File: src/rtl/wb_pkg.sv
// Shared definitions for the writeback-select stage: source indices,
// default widths, the skid-buffer state encoding and a clog2 helper.
package wb_pkg;

  // Source index constants for the default 5-source configuration
  localparam int WB_SRC_ALU   = 0;
  localparam int WB_SRC_LOAD  = 1;
  localparam int WB_SRC_PC4   = 2;
  localparam int WB_SRC_PCIMM = 3;
  localparam int WB_SRC_IMM   = 4;

  // Default datapath widths
  localparam int WB_XLEN       = 32;
  localparam int WB_REG_ADDR_W = 5;

  // Occupancy states of the 2-entry skid buffer
  typedef enum logic [1:0] {
    WB_EMPTY = 2'd0,
    WB_ONE   = 2'd1,
    WB_FULL  = 2'd2
  } wb_skid_state_e;

  // Ceiling log2 with a floor of 1 so a select port never collapses to zero bits
  function automatic int wb_clog2(input int n);
    int r;
    r = 0;
    for (int i = 0; i < 31; i++) begin
      if ((32'sd1 << i) < n) begin
        r = i + 1;
      end else begin
        r = r;
      end
    end
    return (r < 1) ? 1 : r;
  endfunction

endpackage

File: src/rtl/wb_skid_buf.sv
// Generic 2-entry valid/ready skid buffer. The main register drives the
// output; the skid register catches the one beat that can arrive after the
// downstream stalls. in_ready and out_valid are registered decodes of the
// next state, so there is no combinational path from out_ready to in_ready.
module wb_skid_buf
  import wb_pkg::*;
#(
  parameter int W = 38
) (
  input  logic         clk,
  input  logic         rst,
  input  logic         in_valid,
  output logic         in_ready,
  input  logic [W-1:0] in_data,
  output logic         out_valid,
  input  logic         out_ready,
  output logic [W-1:0] out_data
);

  wb_skid_state_e state_q, state_d;
  logic [W-1:0]   main_q, main_d;
  logic [W-1:0]   skid_q, skid_d;
  logic           in_ready_q;
  logic           out_valid_q;
  logic           accept_s;
  logic           emit_s;

  assign accept_s  = in_valid && in_ready_q;
  assign emit_s    = out_valid_q && out_ready;
  assign in_ready  = in_ready_q;
  assign out_valid = out_valid_q;
  assign out_data  = main_q;

  // Next-state and storage-update decision for the occupancy FSM
  always_comb begin
    state_d = state_q;
    main_d  = main_q;
    skid_d  = skid_q;
    case (state_q)
      WB_EMPTY: begin
        if (accept_s) begin
          main_d  = in_data;
          state_d = WB_ONE;
        end else begin
          state_d = WB_EMPTY;
        end
      end
      WB_ONE: begin
        if (accept_s && emit_s) begin
          main_d  = in_data;
          state_d = WB_ONE;
        end else if (emit_s) begin
          state_d = WB_EMPTY;
        end else if (accept_s) begin
          skid_d  = in_data;
          state_d = WB_FULL;
        end else begin
          state_d = WB_ONE;
        end
      end
      WB_FULL: begin
        if (emit_s) begin
          main_d  = skid_q;
          state_d = WB_ONE;
        end else begin
          state_d = WB_FULL;
        end
      end
      default: begin
        state_d = WB_EMPTY;
      end
    endcase
  end

  // State, payload and registered handshake outputs
  always_ff @(posedge clk) begin
    if (rst) begin
      state_q     <= WB_EMPTY;
      main_q      <= '0;
      skid_q      <= '0;
      in_ready_q  <= 1'b1;
      out_valid_q <= 1'b0;
    end else begin
      state_q     <= state_d;
      main_q      <= main_d;
      skid_q      <= skid_d;
      in_ready_q  <= (state_d != WB_FULL);
      out_valid_q <= (state_d != WB_EMPTY);
    end
  end

endmodule

File: src/rtl/wb_select_pipe.sv
// Writeback-select stage: picks one of NUM_SRC result sources by an encoded
// select and hands {we, rd, data} to a 2-entry skid buffer so the register
// file write port can stall without losing results. An illegal select
// zeroes data and write enable and raises a sticky sel_err.
// Optional build macro WB_X0_SUPPRESS_EN: clears the write enable of any
// beat targeting register 0 at accept time.
module wb_select_pipe
  import wb_pkg::*;
#(
  parameter  int XLEN       = WB_XLEN,
  parameter  int NUM_SRC    = 5,
  parameter  int REG_ADDR_W = WB_REG_ADDR_W,
  localparam int SEL_W      = wb_clog2(NUM_SRC)
) (
  input  logic                    clk,
  input  logic                    rst,
  input  logic                    in_valid,
  output logic                    in_ready,
  input  logic [SEL_W-1:0]        in_sel,
  input  logic [NUM_SRC*XLEN-1:0] in_src,
  input  logic [REG_ADDR_W-1:0]   in_rd,
  input  logic                    in_we,
  output logic                    out_valid,
  input  logic                    out_ready,
  output logic [XLEN-1:0]         out_data,
  output logic [REG_ADDR_W-1:0]   out_rd,
  output logic                    out_we,
  output logic                    sel_err
);

  localparam int PW = XLEN + REG_ADDR_W + 1;

  logic [XLEN-1:0] sel_data_s;
  logic            sel_legal_s;
  logic            we_s;
  logic [PW-1:0]   payload_s;
  logic [PW-1:0]   out_payload_s;
  logic            sel_err_q;

  // One-hot AND-OR mux; an out-of-range select matches no source and yields 0
  always_comb begin
    sel_data_s  = '0;
    sel_legal_s = 1'b0;
    for (int k = 0; k < NUM_SRC; k++) begin
      sel_data_s  = sel_data_s | ({XLEN{in_sel == SEL_W'(k)}} & in_src[k*XLEN +: XLEN]);
      sel_legal_s = sel_legal_s | (in_sel == SEL_W'(k));
    end
  end

  // Write enable qualification: illegal selects never write
  always_comb begin
`ifdef WB_X0_SUPPRESS_EN
    we_s = in_we && sel_legal_s && (in_rd != '0);
`else
    we_s = in_we && sel_legal_s;
`endif
  end

  assign payload_s = {we_s, in_rd, sel_data_s};

  wb_skid_buf #(
    .W (PW)
  ) u_skid (
    .clk       (clk),
    .rst       (rst),
    .in_valid  (in_valid),
    .in_ready  (in_ready),
    .in_data   (payload_s),
    .out_valid (out_valid),
    .out_ready (out_ready),
    .out_data  (out_payload_s)
  );

  assign out_data = out_payload_s[XLEN-1:0];
  assign out_rd   = out_payload_s[XLEN +: REG_ADDR_W];
  assign out_we   = out_payload_s[PW-1];
  assign sel_err  = sel_err_q;

  // Sticky flag: set by any accepted beat with an out-of-range select
  always_ff @(posedge clk) begin
    if (rst) begin
      sel_err_q <= 1'b0;
    end else if (in_valid && in_ready && !sel_legal_s) begin
      sel_err_q <= 1'b1;
    end else begin
      sel_err_q <= sel_err_q;
    end
  end

endmodule

File: config.mk
export PLATFORM = sky130hd
export DESIGN_NAME = wb_select_pipe
export DESIGN_NICKNAME = d
export VERILOG_FILES = /design/src/rtl/wb_pkg.sv /design/src/rtl/wb_skid_buf.sv /design/src/rtl/wb_select_pipe.sv
export SDC_FILE = /design/constraint.sdc
export NUM_CORES = 1
export LEC_CHECK = 0
export CAP_MARGIN = 20
export CORE_ASPECT_RATIO = 0.9
export CORE_MARGIN = 2
export CORE_UTILIZATION = 40
export CTS_CLUSTER_SIZE = 8
export DETAILED_ROUTE_END_ITERATION = 7
export PLACE_DENSITY = 0.78
export SETUP_SLACK_MARGIN = 0.05
export SYNTH_ARGS = -nofsm -noshare
export SYNTH_HDL_FRONTEND = slang
export SYNTH_SLANG_ARGS = --single-unit
File: constraint.sdc
create_clock -name clk -period 2.05 [get_ports clk]
set_input_delay 0.41 -clock clk [delete_from_list [all_inputs] [get_ports clk]]
set_output_delay 0.41 -clock clk [all_outputs]
set_load 0.1 [all_outputs]
==> results.toml <==
[synth]
syn-cell-area_mm2 = 0.00458
synth_top_flop_cell = "dfxtp_1"
flop_and_latch_count_out_of_synthesis = 81
synth_edf_count = 0
netlist_instances = 489
postSynth.asyncResetShare = 0
postSynthAreaPerCell_um2 = 9.36
synth_cell_type_count = 37
synth-warning-count = 0
sequential_area_share_after_synthesis = 0.354
syn_nets = 664

[detailed_routing]
detailroute.wirelength.met2_um = 8280
met1_wl_um = 6530
detail_route.first_pass.iterations = 5
highest_layer = "met4"
detail-route-antenna-nets = 0
post_drt_wl_per_cell_um = 18.7
vias = 4971
detail_route.vias_per_cell = 5.73
routed-wl-met3_um = 1100
route.detailed.drc = 0
wl_um = 16200
drt_iter0_drc = 378

[die]
core_area_mm2 = 0.0113
die_y_um = 106
initial_utilization = 0.405
boundaryPins = 214
rows = 37
die_area_mm2 = 0.0123
fp.dieW_um = 117

[clock_tree]
cts_inserted_buffers = 9
cts_htree_levels = 3
post_cts_hold_buffer_count = 0
tritoncts = "built"
insertion_delay_ps = 330
cts_root_buf = "clkbuf_16"
cts.reportedPaths.clkPinSlew_ps = 60
cts_max_path_buffers = 2
cts.sinks = 81

[cells_and_area]
layout_common_cells = "clkdlybuf4s50_1, dfxtp_1, buf_4"
layout.cells.non_filler = 868
layout_commonest_cell = "clkdlybuf4s50_1"
layout.cell_area.non_filler_mm2 = 0.00738
drive_above_1_share = 0.190
area.growth.synth_to_final_pct = 61.1
post-route-util = 0.653
fin_nets = 881
filler_cell_count = 963

[grt]
vias_in_the_first_global_route = 5050
maximum_number_of_pins_on_one_net_before_global_route_repair = 41
grt_overflow_total = 0
grt_antenna_before_repair = 1
gr-usage-all-layers = 0.258
first_pass_grt_wire_length_um = 25000

[sta]
hold_viol = 0
setup_viol_count_final = 0
maxSlewViolCount = 0
maxSlewHeadroom = 0.704
period_minus_slack_ps = 1940
tcrit_tclk_final = 0.946
worstMarginPinSlew_ps = 442
clock-skew-final_ps = 9.02
hold_slack_ps = 417
setup_repair_after_global_routing_missed_its_margin = "yes"
finalSetupTns_ps = 0
fmaxAchievable_mhz = 515
worst_slack_ps = 110

[placed_design]
post-place-ws_ps = -465
placed_cells_incl_taps = 849
globalplace.congestion = 0.855
place_hpwl_um = 12100
post_dp_cell_area_mm2 = 0.00696
io_buffers = 213

[power_and_ir_drop]
max-vdd-ir-drop_v = 0.000402
static-leakage-power_nw = 2.74
p_total_mw = 5.32
p_per_area_mw_per_mm2 = 722

[worst_setup_path]
category_of_the_most_critical_setup_path = "input pin to flop"
critPathRequiredTime_ps = 2320
timing.critical_path.from_type = "input pin"
critical_path.cell_chain = "clkdlybuf4s50_1 > buf_4 > clkinv_1 > a211oi_1 > nand2b_1 > a32o_1"
critPathArrivalTime_ps = 2210
endpoint_kind = "flop"
timing.critical_path.max_delay_family = "buffers and inverters"
critical_path.max_fanout = 9
worstPathBufferInverterCount = 3
timing.critical_path.slowest_stage_cell = "clkdlybuf4s50_1"
critical-path-max-stage-delay_ps = 520

[run_status]
outcome = "complete, no violations"

[job]
drv.max_cap_violation_count = 0

[hold_path]
hold_class = "input pin to flop"
-- state kept, by name, indices dropped and copies added (netlist names) --
register and cells:
u_skid.state_q 2, u_skid.out_valid 1, sel_err 1, u_skid.skid_q 38, u_skid.out_data 38, u_skid.in_ready 1
-- cell type report --
| class | count | area [um^2] | area share |
|---|---|---|---|
| Sequential cell | 81 | 1630 | 0.220 |
| Antenna cell | 1 | 2.50 | 0.000339 |
| Inverter | 4 | 15.0 | 0.00204 |
| Clock inverter | 6 | 91.3 | 0.0124 |
| Tap cell | 156 | 195 | 0.0265 |
| Clock buffer | 10 | 239 | 0.0324 |
| Timing Repair Buffer | 258 | 2510 | 0.340 |
| Multi-Input combinational cell | 352 | 2700 | 0.366 |
-- final timing paths --
check	startpoint	end	slack [ps]	cells after the start
worst max-delay path	in_sel[1]	u_skid.out_data[1]$_SDFFE_PP0P_	110	6
worst min register to register	u_skid.skid_q[32]$_SDFFE_PP0P_	u_skid.skid_q[32]$_SDFFE_PP0P_	470	2
worst max register to register	u_skid.state_q[0]$_SDFF_PP0_	u_skid.out_data[18]$_SDFFE_PP0P_	270	5
worst min-delay path	rst	u_skid.skid_q[17]$_SDFFE_PP0P_	420	2
-- synthesized netlist by cell type (2+ instances only) --
library cell / n / share of area
nor2b_1: 3 / 0.0041
clkbuf_1: 15 / 0.012
nand2b_1: 51 / 0.070
a311oi_1: 14 / 0.027
o2bb2ai_1: 10 / 0.019
ha_1: 2 / 0.0055
inv_1: 3 / 0.0025
nand3_1: 2 / 0.0022
a211oi_1: 33 / 0.054
nor3b_4: 2 / 0.0082
a221oi_1: 38 / 0.073
dfxtp_1: 81 / 0.35
a21oi_1: 8 / 0.0087
buf_6: 8 / 0.020
a32o_1: 32 / 0.070
buf_4: 5 / 0.0082
buf_2: 23 / 0.025
a22oi_1: 27 / 0.044
nand3b_1: 14 / 0.023
nand2_1: 15 / 0.012
mux2i_1: 24 / 0.052
nor2_1: 43 / 0.035
mux2_2: 14 / 0.034
a21boi_0: 9 / 0.015
-- timing repair --
action,CTS,global route
gates resized for setup,5,5
pin swaps,0,1
endpoints found under the hold margin,0,0
endpoints found under the setup margin,18,52
setup buffers,0,2
-- power by group --
group | switching (mW) | internal, mW
Sequential | 0.0756 | 1.70
Clock | 0.643 | 1.10
Combinational | 1.05 | 0.748
Total | 1.77 | 3.56
-- routing by layer --
metal / track usage / up-vias
met5: 0 / -
met4: 0.112 / 0
met3: 0.0454 / 23
met2: 0.445 / 230
met1: 0.310 / 2370
li1: - / 2348
-- logic make-up (layout without fill, tap and decap cells) --
family | count (synthesis) | after routing | synth area share
compound gates | 175 | 175 | 0.316
mux | 38 | 38 | 0.0869
buf+inv | 56 | 278 | 0.0694
flops | 81 | 81 | 0.354
fa+ha+maj | 2 | 2 | 0.00546
other cells | 0 | 1 | 0
simple gates | 137 | 137 | 0.168
No activity file was read; power rests on OpenSTA's default activity.
